[src/rtl/pc_stack_reg.sv]
`default_nettype none
// ============================================================================
// Module   : pc_stack_reg
// Brief    : Program-counter register with load/incr/branch and a LIFO
//            return-address stack for call/return, sticky over/underflow flag.
// Revision : 1.0 - initial release
// ============================================================================
module pc_stack_reg #(
  parameter int N     = 8,
  parameter int DEPTH = 4,
  parameter int STEP  = 1
) (
  input  logic                       clk,
  input  logic                       rst,
  input  logic [2:0]                 ctrl,
  input  logic [N-1:0]               in,
  output logic [N-1:0]               out,
  output logic [$clog2(DEPTH+1)-1:0] count,
  output logic                       full,
  output logic                       empty,
  output logic                       err
);

  localparam int CW      = $clog2(DEPTH + 1);
  localparam int IW      = (DEPTH > 1) ? $clog2(DEPTH) : 1;
  localparam int c_SLOTS = 1 << IW;

  localparam logic [2:0] c_OP_HOLD   = 3'b000;
  localparam logic [2:0] c_OP_LOAD   = 3'b001;
  localparam logic [2:0] c_OP_INCR   = 3'b010;
  localparam logic [2:0] c_OP_CLEAR  = 3'b011;
  localparam logic [2:0] c_OP_BRANCH = 3'b100;
  localparam logic [2:0] c_OP_CALL   = 3'b101;
  localparam logic [2:0] c_OP_RETURN = 3'b110;
  localparam logic [2:0] c_OP_FLUSH  = 3'b111;

  localparam logic [N-1:0]  c_STEP  = N'(STEP);
  localparam logic [CW-1:0] c_DEPTH = CW'(DEPTH);
  localparam logic [CW-1:0] c_ONE   = CW'(1);

  // Power-up values match the reset values so out reads 0 before any rst.
  logic [N-1:0]  r_out   = '0;
  logic [CW-1:0] r_count = '0;
  logic          r_err   = 1'b0;
  logic [N-1:0]  r_stack [c_SLOTS];

  logic          w_full;
  logic          w_empty;
  logic [N-1:0]  w_ret_addr;
  logic [IW-1:0] w_push_idx;
  logic [IW-1:0] w_pop_idx;
  logic [CW-1:0] w_count_dec;

  assign w_full      = (r_count == c_DEPTH);
  assign w_empty     = (r_count == '0);
  assign w_ret_addr  = r_out + c_STEP;
  assign w_count_dec = r_count - c_ONE;
  assign w_push_idx  = r_count[IW-1:0];
  assign w_pop_idx   = w_count_dec[IW-1:0];

  always_ff @(posedge clk) begin
    if (rst) begin
      r_out   <= '0;
      r_count <= '0;
      r_err   <= 1'b0;
    end else begin
      case (ctrl)
        c_OP_HOLD:   ;
        c_OP_LOAD:   r_out <= in;
        c_OP_INCR:   r_out <= r_out + c_STEP;
        c_OP_CLEAR:  r_out <= '0;
        c_OP_BRANCH: r_out <= r_out + in;  // modular add == signed offset add
        c_OP_CALL: begin
          if (w_full) begin
            r_err <= 1'b1;
          end else begin
            r_out   <= in;
            r_count <= r_count + c_ONE;
          end
        end
        c_OP_RETURN: begin
          if (w_empty) begin
            r_err <= 1'b1;
          end else begin
            r_out   <= r_stack[w_pop_idx];
            r_count <= w_count_dec;
          end
        end
        c_OP_FLUSH: begin
          r_count <= '0;
          r_err   <= 1'b0;
        end
        default: ;
      endcase
    end
  end

  // Stack storage carries no reset; entries above count are never read.
  always_ff @(posedge clk) begin
    if (!rst && (ctrl == c_OP_CALL) && !w_full) begin
      r_stack[w_push_idx] <= w_ret_addr;
    end
  end

  assign out   = r_out;
  assign count = r_count;
  assign full  = w_full;
  assign empty = w_empty;
  assign err   = r_err;

endmodule
`default_nettype wire

[config.mk]
export PLATFORM = sky130hd
export DESIGN_NAME = pc_stack_reg
export DESIGN_NICKNAME = d
export VERILOG_FILES = /design/src/rtl/pc_stack_reg.sv
export SDC_FILE = /design/constraint.sdc
export NUM_CORES = 1
export LEC_CHECK = 0
export CAP_MARGIN = 20
export CORE_UTILIZATION = 53
export CTS_CLUSTER_DIAMETER = 200
export DETAILED_ROUTE_END_ITERATION = 8
export DONT_BUFFER_PORTS = 1
export PLACE_DENSITY = 0.69
export SLEW_MARGIN = 5
export SYNTH_ARGS = -nofsm -noshare
export SYNTH_HDL_FRONTEND = slang
export SYNTH_SLANG_ARGS = --single-unit
[constraint.sdc]
create_clock -name clk -period 3.2 [get_ports clk]
set_input_delay 0.16 -clock clk [delete_from_list [all_inputs] [get_ports clk]]
set_output_delay 0.16 -clock clk [all_outputs]
set_load 0.02 [all_outputs]
==> results of run 1 <==
## layer usage
metal | wire length (um) | vias up
met4 | 26 | 0
met1 | 2530 | 860
met2 | 2670 | 51
met3 | 318 | 4
met5 | 0 | -
li1 | - | 889
## worst max-delay path: cells and delay by family, from the launching register on
| family | cells | cell delay (ps) |
|---|---|---|
| AND/OR/NAND/NOR | 3 | 1140 |
| flip-flops | 1 | 530 |
| adder cells (fa/ha/maj) | 2 | 530 |
| buffers and inverters | 1 | 110 |
## cell type report
type / count / area [sq um] / area share
flip-flops and latches: 44 / 1200 / 0.435
multi-input cells: 174 / 1310 / 0.474
inverters: 9 / 33.8 / 0.0122
clock inverters: 3 / 47.5 / 0.0172
well taps: 67 / 83.8 / 0.0303
repair buffers: 2 / 17.5 / 0.00634
clock buffers: 5 / 68.8 / 0.0249
## logic make-up after synthesis
family,after synthesis,synth area share
simple gates,77,0.159
compound gates,59,0.149
flops,44,0.459
buf+inv,20,0.0411
fa+ha+maj,15,0.0745
mux,13,0.0846
xor+xnor,10,0.0334
## cell usage after synthesis, types with 2 or more instances
cell type,number
nor3_1,5
dfxtp_1,12
nor4b_1,2
inv_1,8
a21oi_1,20
mux2i_1,3
a211oi_1,5
o21ai_1,5
o221a_2,2
nand3b_1,4
and2_1,7
o21ai_0,8
buf_2,2
a222oi_1,2
ha_1,14
xnor2_1,5
nor2_1,16
and3_1,5
mux4_2,7
nand3_1,5
nand2b_1,7
clkbuf_1,5
nand2_1,15
edfxtp_1,32
a21o_1,4
nor2b_1,4
buf_6,4
xor2_1,5
mux2_2,2
## sequential cells by signal, summed over array words and instances (netlist names)
name and flops:
count 3, err 1, out 8, r_stack 32
## worst max-delay path by stage
| stage | from | to | slack [ps] | cells after the start |
|---|---|---|---|---|
| global placement | count[1] | r_stack[2][1] | 630 | 6 |
| floorplan | count[0] | r_stack[0][0] | 680 | 7 |
| finish | count[1] | r_stack[3][7] | 540 | 6 |
| detailed placement | count[1] | r_stack[0][1] | 520 | 6 |
| global route | count[1] | r_stack[0][1] | 270 | 6 |
| CTS | count[1] | r_stack[0][1] | 500 | 6 |
## stage by stage
step	instances	setup slack, ps	utilization
final	304	545	0.585
after detailed placement	295	523	0.558
after floorplan	238	682	-
after global routing	304	272	0.585
after global placement	295	628	0.558
after CTS	304	501	0.585
## power by group through the flow
stage | clock network [mW] | registers [mW] | logic, mW
final | 0.439 | 0.684 | 0.255
after global routing | 0.470 | 0.687 | 0.282
after CTS | 0.447 | 0.684 | 0.255
after detailed placement | 0 | 0.697 | 0.251
after global placement | 0 | 0.697 | 0.248
after floorplan | 0 | 0.691 | 0.213
## timing repair
action	in CTS	in global routing
endpoints found under the hold margin	9	0
hold buffers	1	0
setup endpoints to repair	0	0
==> flow_summary.ini, run 1 <==
[setup_path]
worst_path_most_repeated_cell = ha_1
crit_chain = inv_1, ha_1, ha_1, nand2b_1, nor4b_1, and2_1
slowest_stage = dfxtp_1
rrSetupSlack_ps = 540
startpoint_type = flop
cp_max_fo = 8
cp_data_required_time_ps = 3160
r2r_cells = 6
end_kind = flop
criticalPathCategory = reg -> reg
worstPathArrival_ps = 2610
r2r_start = count[1]
cpPeakStageDelay_ps = 530
r2r-end = r_stack[3][7]

[global_routing]
grt_use_met2 = 0.366
busiest_layer = met2
met3_usage = 0.0653
grt_pass1_wl_um = 8760
met1_usage = 0.315
antenna_found_initial = 0
grt_pass1_vias = 1703
overflow = 0
grt_max_degree = 21
track_usage = 0.230

[cells_and_area]
design_area_sq_mm = 0.00276
diodes = 0
nets = 264
layout.cells.most_common_list = edfxtp_1, a21oi_1, nor2_1
area_growth_pct = 5.49
fill_cells = 418
drive_above_1_share = 0.110
final_common_cell = edfxtp_1

[routing]
dr.first_iter.drc_count = 132
first_pass_iters = 4
num_vias = 1804
wire_per_inst_um = 18.2
drtAntennaViolNets = 0
vias_per_cell = 5.93
routed_wl_um = 5550
drcViolationCount = 0

[power]
p_sw_frac = 0.284
clkPwrFrac = 0.319
ir_drop_v = 0.000289
power.density_mw_per_mm2 = 499
net-switching-power_mw = 0.392
seqPwrFrac = 0.496
p_leak_nw = 0.993
comb_power_share = 0.185
p_int_mw = 0.986
finalPower_mw = 1.38

[sta]
skew_ps = 12.3
period_minus_slack_ps = 2660
hold_viol_final = 0
rsz0062_at_grt = no
hold_slack_ps = 53.9
timing.fmax_mhz = 377
fin_crit_sh = 0.830
finalSetupViolations = 0
tightestPinTransition_ps = 545
fin_tns_setup_ps = 0
slew_headroom = 0.632
finalMaxSlewViolations = 0

[synth]
seq_area_frac_synth = 0.459
synthArstFlopShare = 0
netlist_area_sq_mm = 0.00262
synth_area_leaders = edfxtp_1, dfxtp_1, ha_1
syn-instance-count = 238
synth_nets = 266
netlist.area_leader.share = 0.367
postSynthAreaPerCell_sq_um = 11.0
ys_types = 52
yosys.area.top_type = edfxtp_1
yosys_warnings = 0
ys_ff_latch = 44
synth_enable_flop_cells = 32
synthFlopType = edfxtp_1

[hold_path]
hold-path-endpoint = out[7]
hold_start = ctrl[2]
hold_class = in -> reg
hold_path_depth = 2

[place]
postPlaceCellArea_sq_mm = 0.00264
io_buffers = 0
gp_congestion = 0.849
hpwl_um = 4090

[floorplan]
dieArea_sq_mm = 0.00523
die_w_um = 72.3
ioPinCount = 27
chipHeight_um = 72.3
start_util = 0.554
core_area_sq_mm = 0.00472
rows = 25

[cts]
cts-resized-gates = 0
postCtsSetupRepairBufs = 0
tritoncts = yes
cts_max_level = 2
clk_latency_ps = 300
clockBufferDepth = 2
cts_buffers = 5
cts.reportedPaths.clkPinSlew_ps = 90
cts_sinks = 44
cts_root_buffer = clkbuf_8

[outcome]
status = completed

[flow_run]
drv_cap = 0
(Power assumes the default switching activity.)
==> inputs of run 2 (changes only) <==
- clock period: 3.2 -> 2.55 ns (I/O delays scaled with it)
==> run 2 against run 1 <==
Net effect: clock power up 26%; register-to-register slack got worse by 220 ps; cell area grew 1.9%; sequential power is 22% higher; via count increased by 3.9%; combinational power is 41% higher; critical path depth grew 2; sequential cell count is the same; sequential share of layout area is 0.79 points lower; maximum frequency is 19% higher; core utilization increased by 1.1 points; critical endpoint is now out[5]; largest cell class unchanged.
==> flow_summary.ini, run 2 (synthesized netlist as in run 1, its figures left out) <==
[outcome]
status = completed

[hold_path]
hold-path-endpoint = err
hold_start = rst
hold_path_depth = 2
hold_class = in -> reg

[global_routing]
met1_usage = 0.348
overflow = 0
grt_max_degree = 21
busiest_layer = met2
track_usage = 0.238
grt_pass1_wl_um = 9100
antenna_found_initial = 0
met3_usage = 0.0417
grt_use_met2 = 0.360
grt_pass1_vias = 1727

[place]
io_buffers = 0
hpwl_um = 4160
gp_congestion = 0.825

[cells_and_area]
multiInputGateArea_sq_mm = 0.00131
layout.cells.most_common_list = edfxtp_1, a21oi_1, nor2_1
final_common_cell = edfxtp_1
fill_cells = 385
diodes = 0
nets = 271
regArea_sq_mm = 0.00120
final_core_util = 0.596
largest_register_ffs = 32
area_growth_pct = 7.45
drive_above_1_share = 0.135
top_register = r_stack

[routing]
drtAntennaViolNets = 0
num_vias = 1875
dr.first_iter.drc_count = 222
first_pass_iters = 4
vias_per_cell = 6.03
wire_per_inst_um = 18.3
routed_wl_um = 5680
drcViolationCount = 0

[sta]
finalSetupViolations = 0
slew_headroom = 0.609
period_minus_slack_ps = 2230
fin_crit_sh = 0.873
hold_viol_final = 0
finalMaxSlewViolations = 0
fin_tns_setup_ps = 0
skew_ps = 4.33
timing.fmax_mhz = 449
rsz0062_at_grt = no
tightestPinTransition_ps = 578

[cts]
cts_buffers = 5
clk_latency_ps = 300
cts_root_buffer = clkbuf_8
cts-resized-gates = 0
tritoncts = yes
postCtsSetupRepairBufs = 0
clockBufferDepth = 2
cts_sinks = 44
cts_max_level = 2
cts_hold_buf = 1
cts.reportedPaths.clkPinSlew_ps = 90

[floorplan]
die_w_um = 72.3
chipHeight_um = 72.3
start_util = 0.554
rows = 25
dieArea_sq_mm = 0.00523
ioPinCount = 27
core_area_sq_mm = 0.00472

[power]
p_int_mw = 1.25
power.density_mw_per_mm2 = 622
comb_power_share = 0.206
seqPwrFrac = 0.477
net-switching-power_mw = 0.501
p_sw_frac = 0.286
ir_drop_v = 0.000423
p_leak_nw = 1.03
clkPwrFrac = 0.317

[setup_path]
r2r-end = out[5]
r2r_start = count[0]
cp_max_fo = 17
criticalPathCategory = reg -> reg
cp_data_required_time_ps = 2800
r2r_cells = 8
startpoint_type = flop
rrSetupSlack_ps = 320
worstPathArrival_ps = 2480
end_kind = flop

[flow_run]
drv_cap = 0
run 2: cell types whose count changed in the layout (fill, tap and decap cells not counted):
| cell | change |
|---|---|
| clkinvlp_4 | +1 |
| clkinv_4 | -2 |
| inv_6 | +1 |
| buf_4 | +7 |
run 2: worst max-delay path, cell delays in order, from the launching register on:
cell and delay [ps]:
dfxtp_1 330, inv_1 60, ha_1 230, ha_1 310, o21ai_1 280, o22ai_4 210, or4_1 500, a31o_1 200
nand3_2 60
run 2: layer usage:
metal	routed length [um]	part of all wire	up-vias
li1	-	-	900
met1	2570	0.45	905
met2	2670	0.47	63
met3	356	0.063	7
met4	75	0.013	0
met5	0	0	-
run 2: area by class of cell:
class                   instances  area share
multi-input cells             174       0.466
flip-flops and latches         44       0.427
well taps                      67      0.0298
repair buffers                  9      0.0249
clock buffers                   5      0.0245
clock inverters                 3      0.0165
inverters                       9      0.0120
run 2: worst max-delay path by stage:
| stage | endpoint | slack [ps] | start | cells after the start |
|---|---|---|---|---|
| after floorplan | r_stack[0][0] | 30 | count[0] | 7 |
| after global placement | out[5] | 380 | count[0] | 8 |
| after detailed placement | out[5] | 350 | count[0] | 8 |
| after CTS | out[5] | 320 | count[0] | 8 |
| after global routing | out[7] | 200 | out[1] | 6 |
| final | out[5] | 320 | count[0] | 8 |
run 2: stage by stage:
step                cell area, sq um  std cells  total power [mW]  hold WS (ps)  setup slack [ps]
floorplan                       2620        238              1.13           314              31.7
global placement                2690        302              1.20           202               381
detailed placement              2690        302              1.21           203               345
CTS                             2810        311              1.76          4.66               322
global route                    2810        311              1.83          9.84               200
finish                          2810        311              1.75          11.5               324
run 2: power groups by stage:
stage	Clock (mW)	Combinational (mW)	Sequential [mW]
after floorplan	0	0.267	0.867
after global placement	0	0.352	0.849
after detailed placement	0	0.355	0.851
after CTS	0.563	0.362	0.834
after global routing	0.593	0.396	0.838
final	0.555	0.360	0.834
==> inputs of run 3 (changes only) <==
- CORE_ASPECT_RATIO: not set -> 2
==> run 3 against run 2 <==
Net effect: via count is 2.6% higher; maximum frequency shrank 1.6%; final cell count is 3.2% lower; critical path depth shrank 2; count of clock-buffer cells in the layout did not move; non-clock buffer count up 2; sequential power hardly changed; routed wire length is 6.7% higher; register-to-register slack worse by 40 ps.
==> flow_summary.ini, run 3 (synthesized netlist as in run 1, its figures left out) <==
[outcome]
status = completed

[sta]
finalSetupViolations = 0
rsz0062_at_grt = no
period_minus_slack_ps = 2260
fin_tns_setup_ps = 0
fin_crit_sh = 0.887
slew_headroom = 0.648
hold_viol_final = 0
finalMaxSlewViolations = 0
timing.fmax_mhz = 442
tightestPinTransition_ps = 521
skew_ps = 9.22

[cells_and_area]
regArea_sq_mm = 0.00120
top_register = r_stack
design_area_sq_mm = 0.00281
diodes = 0
layout.cells.most_common_list = edfxtp_1, a21oi_1, nor2_1
largest_register_ffs = 32
final_common_cell = edfxtp_1
multiInputGateArea_sq_mm = 0.00131
area_growth_pct = 7.45
drive_above_1_share = 0.142
nets = 273
fill_cells = 389
final_core_util = 0.601

[setup_path]
worstPathArrival_ps = 2210
crit_chain = inv_1, ha_1, ha_1, nand2b_1, nor4b_1, and2_1
worst_path_most_repeated_cell = ha_1
crit_family = simple AND/OR/NAND/NOR gates
cpPeakStageDelay_ps = 450
r2r_start = count[0]
slowest_stage = nor4b_1
worstSetupStartpoint = count[0]
startpoint_type = flop
cp_max_fo = 8
r2r_cells = 6
rrSetupSlack_ps = 290
criticalPathCategory = reg -> reg
cp_data_required_time_ps = 2500
r2r-end = r_stack[0][7]
worst-path-buf-inv = 1
end_kind = flop

[cts]
cts.reportedPaths.clkPinSlew_ps = 90
cts_max_level = 2
postCtsSetupRepairBufs = 0
clk_latency_ps = 290
tritoncts = yes
cts_sinks = 44
cts-resized-gates = 0
cts_root_buffer = clkbuf_8
cts_buffers = 5
clockBufferDepth = 2

[routing]
num_vias = 1923
drcViolationCount = 0
dr.first_iter.drc_count = 67
drtAntennaViolNets = 0
wire_per_inst_um = 20.1
vias_per_cell = 6.39
routed_wl_um = 6060
first_pass_iters = 4

[global_routing]
grt_pass1_wl_um = 9980
track_usage = 0.260
antenna_found_initial = 0
grt_max_degree = 21
grt_pass1_vias = 2002
overflow = 0

[place]
postPlaceCellArea_sq_mm = 0.00269
io_buffers = 0
hpwl_um = 4670
gp_congestion = 0.830

[floorplan]
dieArea_sq_mm = 0.00524
die_w_um = 51.7
start_util = 0.559
rows = 35
chipHeight_um = 101
core_area_sq_mm = 0.00469
ioPinCount = 27

[power]
p_int_mw = 1.25
power.density_mw_per_mm2 = 621
comb_power_share = 0.215
ir_drop_v = 0.000557
net-switching-power_mw = 0.493
p_sw_frac = 0.282
clkPwrFrac = 0.309
seqPwrFrac = 0.476
p_leak_nw = 1.04

[hold_path]
hold_class = in -> reg
hold_path_depth = 2
hold-path-endpoint = err
hold_start = rst

[flow_run]
drv_cap = 0
-- run 3: cell types whose count changed in the layout (fill, tap and decap cells not counted) --
cell   previous run  this run
buf_4             8        10
-- run 3: layout make-up --
cell class                      instances  area share
Clock buffer                            5      0.0245
Clock inverter                          3      0.0165
Inverter                                9      0.0120
Multi-Input combinational cell        174       0.466
Sequential cell                        44       0.427
Tap cell                               55      0.0245
Timing Repair Buffer                   11      0.0302
-- run 3: power by group through the flow --
stage          registers (mW)  logic, mW  clock network [mW]
3_3_place_gp            0.846      0.363                   0
6_report                0.831      0.376               0.540
2_1_floorplan           0.867      0.267                   0
5_1_grt                 0.834      0.413               0.578
3_5_place_dp            0.847      0.370                   0
4_1_cts                 0.831      0.377               0.548
-- run 3: repair_timing --
action / 4_1_cts / 5_1_grt
hold buffers: 1 / 0
endpoints found under the setup margin: 0 / 0
endpoints found under the hold margin: 9 / 0
-- run 3: metal layers --
layer  wire length, um  track usage
met1              2160        0.286
met4               187        0.123
met5                 0            0
met2              3530        0.482
met3               180       0.0255
-- run 3: worst max-delay path by stage --
stage	slack [ps]	cells after the start	to
floorplan	30	7	r_stack[0][0]
global placement	320	6	r_stack[0][2]
detailed placement	270	6	r_stack[0][0]
CTS	270	6	r_stack[0][7]
global route	110	6	r_stack[0][7]
finish	290	6	r_stack[0][7]
-- run 3: worst register-to-register path: cells and delay by family (launching register included) --
family	cells	cell delay, ps
buffers and inverters	1	60
AND/OR/NAND/NOR	3	1070
adder cells (fa/ha/maj)	2	460
flip-flops	1	330
-- run 3: stage by stage --
step	hold slack, ps	power [mW]	worst slack [ps]	cells
6_report	24.5	1.75	288	301
5_1_grt	33.3	1.82	114	301
4_1_cts	26.4	1.76	265	301
3_5_place_dp	202	1.22	275	292
3_3_place_gp	201	1.21	321	292
2_1_floorplan	314	1.13	31.7	238
